### src/rtl/iigs_sd_pkg.sv
// Shared definitions for the SD block-request arbiter: arbiter FSM states,
// default drive count and LBA/timer widths.
package iigs_sd_pkg;

    localparam int unsigned NUM_DRV_DEF = 3;
    localparam int unsigned LBA_W       = 32;
    localparam int unsigned TIMER_W     = 24;

    typedef enum logic [1:0] {
        ST_IDLE,
        ST_REQ,
        ST_XFER,
        ST_FIN
    } arb_state_t;

endpackage

### src/rtl/sd_req_arbiter_rr_pick.sv
// Combinational round-robin picker: returns the first requesting slot at or
// after last+1 (mod N) as a one-hot grant, plus a valid flag.
module rr_pick
    import iigs_sd_pkg::*;
#(
    parameter int unsigned N     = NUM_DRV_DEF,
    parameter int unsigned IDX_W = (N > 1) ? $clog2(N) : 1
) (
    input  logic [N-1:0]     req,
    input  logic [IDX_W-1:0] last,
    output logic [N-1:0]     gnt,
    output logic             valid
);

    logic [IDX_W-1:0] idx;

    always_comb begin
        gnt   = '0;
        valid = 1'b0;
        idx   = '0;
        for (int unsigned k = 1; k <= N; k++) begin
            idx = IDX_W'((32'(last) + k) % N);
            if (!valid && req[idx]) begin
                gnt[idx] = 1'b1;
                valid    = 1'b1;
            end
        end
    end

endmodule

### src/rtl/sd_req_arbiter.sv
// Arbitrates per-drive sector read/write requests onto the shared SD block
// interface, one drive at a time in round-robin order, with mount tracking.
module sd_req_arbiter
    import iigs_sd_pkg::*;
#(
    parameter int unsigned          NUM_DRV = NUM_DRV_DEF,
    parameter logic [TIMER_W-1:0]   TIMEOUT = 24'd8_000_000
) (
    input  logic                       clk_sys,
    input  logic                       reset,

    input  logic [NUM_DRV-1:0]         drv_rd,
    input  logic [NUM_DRV-1:0]         drv_wr,
    input  logic [NUM_DRV*LBA_W-1:0]   drv_lba,
    output logic [NUM_DRV-1:0]         drv_busy,
    output logic [NUM_DRV-1:0]         drv_done,
    output logic [NUM_DRV-1:0]         drv_err,
    output logic [NUM_DRV-1:0]         drv_mounted,
    output logic [NUM_DRV-1:0]         drv_protect,
    output logic [NUM_DRV-1:0]         drv_buff_we,
    output logic                       cpu_wait,

    output logic [NUM_DRV*LBA_W-1:0]   sd_lba,
    output logic [NUM_DRV-1:0]         sd_rd,
    output logic [NUM_DRV-1:0]         sd_wr,
    input  logic [NUM_DRV-1:0]         sd_ack,
    input  logic                       sd_buff_wr,

    input  logic [NUM_DRV-1:0]         img_mounted,
    input  logic                       img_readonly,
    input  logic [63:0]                img_size
);

    localparam int unsigned IDX_W = (NUM_DRV > 1) ? $clog2(NUM_DRV) : 1;

    arb_state_t                 state_q, state_d;
    logic [IDX_W-1:0]           grant_q, grant_d;
    logic [IDX_W-1:0]           last_grant_q, last_grant_d;
    logic [TIMER_W-1:0]         timer_q, timer_d;
    logic [NUM_DRV-1:0]         busy_q, busy_d;
    logic [NUM_DRV-1:0]         op_wr_q, op_wr_d;
    logic [NUM_DRV*LBA_W-1:0]   lba_lat_q, lba_lat_d;
    logic [NUM_DRV*LBA_W-1:0]   sd_lba_q, sd_lba_d;
    logic [NUM_DRV-1:0]         sd_rd_q, sd_rd_d;
    logic [NUM_DRV-1:0]         sd_wr_q, sd_wr_d;
    logic [NUM_DRV-1:0]         done_q, done_d;
    logic [NUM_DRV-1:0]         err_q, err_d;
    logic [NUM_DRV-1:0]         ack_s_q, ack_s_d;
    logic [NUM_DRV-1:0]         ack_old_q, ack_old_d;
    logic [NUM_DRV-1:0]         mounted_q, mounted_d;
    logic [NUM_DRV-1:0]         protect_q, protect_d;

    logic [NUM_DRV-1:0]         pick_gnt;
    logic                       pick_valid;
    logic [IDX_W-1:0]           pick_idx;

    rr_pick #(
        .N     (NUM_DRV),
        .IDX_W (IDX_W)
    ) u_rr_pick (
        .req   (busy_q),
        .last  (last_grant_q),
        .gnt   (pick_gnt),
        .valid (pick_valid)
    );

    always_comb begin
        pick_idx = '0;
        for (int unsigned i = 0; i < NUM_DRV; i++) begin
            if (pick_gnt[i]) pick_idx = IDX_W'(i);
        end
    end

    always_comb begin
        state_d      = state_q;
        grant_d      = grant_q;
        last_grant_d = last_grant_q;
        timer_d      = timer_q;
        busy_d       = busy_q;
        op_wr_d      = op_wr_q;
        lba_lat_d    = lba_lat_q;
        sd_lba_d     = sd_lba_q;
        sd_rd_d      = sd_rd_q;
        sd_wr_d      = sd_wr_q;
        done_d       = '0;
        err_d        = '0;
        ack_s_d      = sd_ack;
        ack_old_d    = ack_s_q;
        mounted_d    = mounted_q;
        protect_d    = protect_q;

        for (int unsigned i = 0; i < NUM_DRV; i++) begin
            if (img_mounted[i]) begin
                mounted_d[i] = |img_size;
                protect_d[i] = img_readonly;
            end
        end

        // A slot that is already busy can never be the one the FSM clears
        // below, so acceptance and FSM updates never touch the same bit.
        for (int unsigned i = 0; i < NUM_DRV; i++) begin
            if ((drv_rd[i] || drv_wr[i]) && !busy_q[i]) begin
                if (!mounted_q[i] || (drv_wr[i] && protect_q[i])) begin
                    err_d[i] = 1'b1;
                end else begin
                    busy_d[i]                   = 1'b1;
                    op_wr_d[i]                  = drv_wr[i];
                    lba_lat_d[i*LBA_W +: LBA_W] = drv_lba[i*LBA_W +: LBA_W];
                end
            end
        end

        case (state_q)
            // FIN's done/busy/last_grant updates are registered on entry, so
            // FIN arbitrates like IDLE and the next grant is not delayed.
            ST_IDLE, ST_FIN: begin
                state_d = ST_IDLE;
                if (pick_valid) begin
                    grant_d                            = pick_idx;
                    sd_rd_d[pick_idx]                  = ~op_wr_q[pick_idx];
                    sd_wr_d[pick_idx]                  = op_wr_q[pick_idx];
                    sd_lba_d[pick_idx*LBA_W +: LBA_W]  = lba_lat_q[pick_idx*LBA_W +: LBA_W];
                    timer_d                            = '0;
                    state_d                            = ST_REQ;
                end
            end
            ST_REQ: begin
                if (ack_s_q[grant_q] && !ack_old_q[grant_q]) begin
                    sd_rd_d[grant_q] = 1'b0;
                    sd_wr_d[grant_q] = 1'b0;
                    state_d          = ST_XFER;
                end else if (timer_q == TIMEOUT - TIMER_W'(1)) begin
                    sd_rd_d[grant_q] = 1'b0;
                    sd_wr_d[grant_q] = 1'b0;
                    busy_d[grant_q]  = 1'b0;
                    err_d[grant_q]   = 1'b1;
                    state_d          = ST_IDLE;
                end else begin
                    timer_d = timer_q + TIMER_W'(1);
                end
            end
            ST_XFER: begin
                if (!ack_s_q[grant_q] && ack_old_q[grant_q]) begin
                    busy_d[grant_q] = 1'b0;
                    done_d[grant_q] = 1'b1;
                    last_grant_d    = grant_q;
                    state_d         = ST_FIN;
                end
            end
            default: state_d = ST_IDLE;
        endcase
    end

    always_ff @(posedge clk_sys) begin
        if (reset) begin
            state_q      <= ST_IDLE;
            grant_q      <= '0;
            last_grant_q <= IDX_W'(NUM_DRV - 1);
            timer_q      <= '0;
            busy_q       <= '0;
            op_wr_q      <= '0;
            lba_lat_q    <= '0;
            sd_lba_q     <= '0;
            sd_rd_q      <= '0;
            sd_wr_q      <= '0;
            done_q       <= '0;
            err_q        <= '0;
            ack_s_q      <= '0;
            ack_old_q    <= '0;
        end else begin
            state_q      <= state_d;
            grant_q      <= grant_d;
            last_grant_q <= last_grant_d;
            timer_q      <= timer_d;
            busy_q       <= busy_d;
            op_wr_q      <= op_wr_d;
            lba_lat_q    <= lba_lat_d;
            sd_lba_q     <= sd_lba_d;
            sd_rd_q      <= sd_rd_d;
            sd_wr_q      <= sd_wr_d;
            done_q       <= done_d;
            err_q        <= err_d;
            ack_s_q      <= ack_s_d;
            ack_old_q    <= ack_old_d;
        end
    end

    // Mount status survives reset; it only starts from zero at power-up.
    always_ff @(posedge clk_sys) begin
        mounted_q <= mounted_d;
        protect_q <= protect_d;
    end

    assign drv_busy    = busy_q;
    assign drv_done    = done_q;
    assign drv_err     = err_q;
    assign drv_mounted = mounted_q;
    assign drv_protect = protect_q;
    assign drv_buff_we = {NUM_DRV{sd_buff_wr}} & sd_ack;
    assign cpu_wait    = |busy_q;
    assign sd_lba      = sd_lba_q;
    assign sd_rd       = sd_rd_q;
    assign sd_wr       = sd_wr_q;

endmodule

### config.mk
export PLATFORM = sky130hd
export DESIGN_NAME = sd_req_arbiter
export DESIGN_NICKNAME = d
export VERILOG_FILES = /design/src/rtl/iigs_sd_pkg.sv /design/src/rtl/sd_req_arbiter_rr_pick.sv /design/src/rtl/sd_req_arbiter.sv
export SDC_FILE = /design/constraint.sdc
export NUM_CORES = 1
export LEC_CHECK = 0
export CORE_MARGIN = 3
export CORE_UTILIZATION = 47
export CTS_CLUSTER_SIZE = 20
export DETAILED_ROUTE_END_ITERATION = 12
export PLACE_DENSITY = 0.81
export REMOVE_ABC_BUFFERS = 1
export SLEW_MARGIN = 20
export SYNTH_ARGS = -nofsm -noshare
export SYNTH_HDL_FRONTEND = slang
export SYNTH_SLANG_ARGS = --single-unit
### constraint.sdc
create_clock -name clk_sys -period 3.4 [get_ports clk_sys]
set_input_delay 0.51 -clock clk_sys [delete_from_list [all_inputs] [get_ports clk_sys]]
set_output_delay 0.51 -clock clk_sys [all_outputs]
set_load 0.05 [all_outputs]
==> impl_metrics.tcl, run 1 <==
set metrics [dict create \
    p_sw_w 0.00238 \
    p_int_w 0.00561 \
    top_layer_used "met5" \
    worstPathArrival_ns 3.34 \
    ys_warn_count 0 \
    layout_commonest_cell "nand2_1" \
    peakVddDrop_v 0.000374 \
    drt_wl_total_um 28200 \
    netlist_area_sq_um 9950 \
    worst_pin_slew_ns 0.906 \
    grt_overflow 0 \
    cts_tree "built" \
    most-common-layout-cells "nand2_1 (299), clkdlybuf4s50_1 (295), dfxtp_1 (246)" \
    ys.flop_type "dfxtp_1" \
    fin_worst_skew_ns 0.0105 \
    synthArstFlopShare_pct 0 \
    reg2reg_from "last_grant_q[1]" \
    drive_gt1_share_pct 4.87 \
    crit_type "register to register" \
    dieArea_sq_um 23000 \
    swShare_pct 29.8 \
    core.rowCount 52 \
    dp_hpwl_um 19900 \
    yosysUniqueCellTypes 66 \
    cts_resized 0 \
    cts_made_buffers 26 \
    status "finished, final reports clean" \
    rsz0062_at_grt "false" \
    first_pass_iters 5 \
    clk_pin_slew_ns 0.06 \
    drtAntennaViolNets 0 \
    crit_path_max_fanout 35 \
    grt_pass1_wl_um 44000 \
    synth_seq_area_share_pct 51.3 \
    cts_max_path_buffers 3 \
    grtUsageTotal_pct 23.7 \
    synth_enable_flop_cells 6 \
    fin_crit_sh_pct 87.2 \
    place.gp.congestion 0.917 \
    p_leak_nw 5.23 \
    min_from "reset" \
    start_util_pct 48.6 \
    setup.worst_path.start "last_grant_q[1]" \
    areaGrowthSynthToFinish_pct 40.1 \
    grt_pass1_vias 8729 \
    grt_max_degree 79 \
    hold_viol_final 0 \
    h-tree-depth 1 \
    die_h_um 152 \
    seq_power_share_pct 40.8 \
    nNetsFinal 1607 \
    ios 297 \
    die_w_um 152 \
    wl_met1_um 11700 \
    cp-end-kind "register" \
    max_slew_margin_pct 39.6 \
    postCtsHoldBufs 0 \
    setup_viol 0 \
    syn-mean-instance-area_sq_um 8.63 \
    holdCritPathClass "primary input to register" \
    cts_root_buffer "clkbuf_16" \
    crit_required_ns 3.78 \
    drtIter0Drc 424 \
    drc 0 \
    drv_cap 0 \
    max_freq_ghz 0.337 \
    wl_met2_um 13300 \
    io_buffers 296 \
    p_total_w 0.00799 \
    clock-sinks 252 \
    clock_latency_ns 0.53 \
    viasPerCell 5.28 \
    startpoint_type "register" \
    maxSlewViolCount 0 \
    min_period_ns 2.96 \
    power_density_nw_per_um2 573 \
    core_sq_um 20500 \
    clockPowerShare_pct 36.4 \
    antenna_cells 0 \
    ys_ff_latch 252 \
    fin_tns_setup_ns 0 \
    synthCells 1154 \
    post-cts-setup-buffers 0 \
    wl_per_cell_um 16.5 \
    antenna_found_initial 1 \
    wl_met3_um 2620 \
    combPwrFrac_pct 22.8 \
    via_count 9026 \
]
[registers in the layout, indices dropped and copies added (netlist names), 3 cells and up]
signal	count
drv_done	3
drv_mounted	3
lba_lat_q	96
op_wr_q	3
sd_lba	96
ack_old_d	3
drv_busy	3
sd_rd	3
timer_q	24
sd_wr	3
drv_err	3
drv_protect	3
ack_old_q	3
[power by group through the flow]
stage	sequential, W	clock, W	combinational (W)
2_1_floorplan	0.00354	0	0.000846
3_3_place_gp	0.00331	0	0.00179
3_5_place_dp	0.00332	0	0.00182
4_1_cts	0.00326	0.00296	0.00183
5_1_grt	0.00328	0.00308	0.00195
6_report	0.00326	0.00291	0.00182
[stage by stage]
step	instance area, sq um	cells	util [%]	setup WS, ns	hold slack [ns]
global route	13900	1708	68.1	0.169	0.292
floorplan	9610	1084	-	0.256	0.423
CTS	13900	1708	68.1	0.466	0.277
global placement	13100	1666	63.7	0.598	0.436
finish	13900	1708	68.1	0.436	0.300
detailed placement	13100	1666	63.7	0.486	0.443
[logic make-up after synthesis]
kind of cell    Yosys count  share of synthesized area (%)
simple gates            501                           22.3
flops                   252                           51.3
compound gates          227                           13.5
buf+inv                  88                           4.15
mux                      75                           7.57
fa+ha+maj                 7                          0.880
xor+xnor                  4                          0.352
[worst max-delay path, cell delays in order, from the launching register on]
cell      delay [ns]
dfxtp_1         0.39
inv_1           0.08
ha_1            0.30
a22o_1          0.26
a211o_1         0.34
a21boi_1        0.37
a21o_1          0.73
mux2i_1         0.29
nor2_1          0.06
[cell type report]
cell class,instances,area [sq um]
clock buffer,36,769
clock inverter,6,116
fill,1664,6550
inverter,18,67.6
multi-input combinational,814,4450
sequential,252,5100
tap,270,338
timing repair buffer,312,3100
[synth_stat cells, types with 3 or more instances]
cell / count / area (sq um)
nand2_1: 299 / 1120
dfxtp_1: 246 / 4920
a21oi_1: 153 / 766
nor2_1: 89 / 334
mux2i_1: 73 / 731
clkbuf_1: 46 / 173
nor4_1: 18 / 113
inv_1: 17 / 63.8
o21ai_0: 16 / 80.1
nand3_1: 14 / 70.1
or4_1: 12 / 90.1
buf_4: 9 / 67.6
nand4_1: 9 / 56.3
o31ai_1: 9 / 67.6
buf_2: 8 / 40.0
nand2b_1: 8 / 50.1
nor2b_1: 8 / 50.1
o211ai_1: 8 / 60.1
and2_1: 7 / 43.8
ha_1: 7 / 87.6
or3_1: 7 / 43.8
edfxtp_1: 6 / 180
nor3_1: 6 / 30.0
a211oi_1: 5 / 37.5
buf_6: 5 / 56.3
a2111oi_0: 4 / 35.0
and3_1: 4 / 25.0
and4_1: 4 / 35.0
nor4bb_1: 4 / 40.0
a31oi_1: 3 / 18.8
xnor2_1: 3 / 26.3
[final timing paths]
path                      to  cells after the start  slack (ns)
max               timer_q[1]                      8        0.44
min          last_grant_q[0]                      2        0.30
max reg2reg       timer_q[1]                      8        0.44
min reg2reg       sd_lba[84]                      2        0.45
[metal layers]
metal,vias to the layer above,global-route usage (%)
li1,4489,-
met1,4226,29.9
met2,263,38.7
met3,46,8.77
met4,2,5.62
met5,-,0
(Power assumes the default switching activity.)
==> inputs of run 2 (changes only) <==
Settings changed: SLEW_MARGIN 20 to unset.
==> results of run 2 <==
Same layout as run 1: the final DEF is identical, and so are final timing and power.
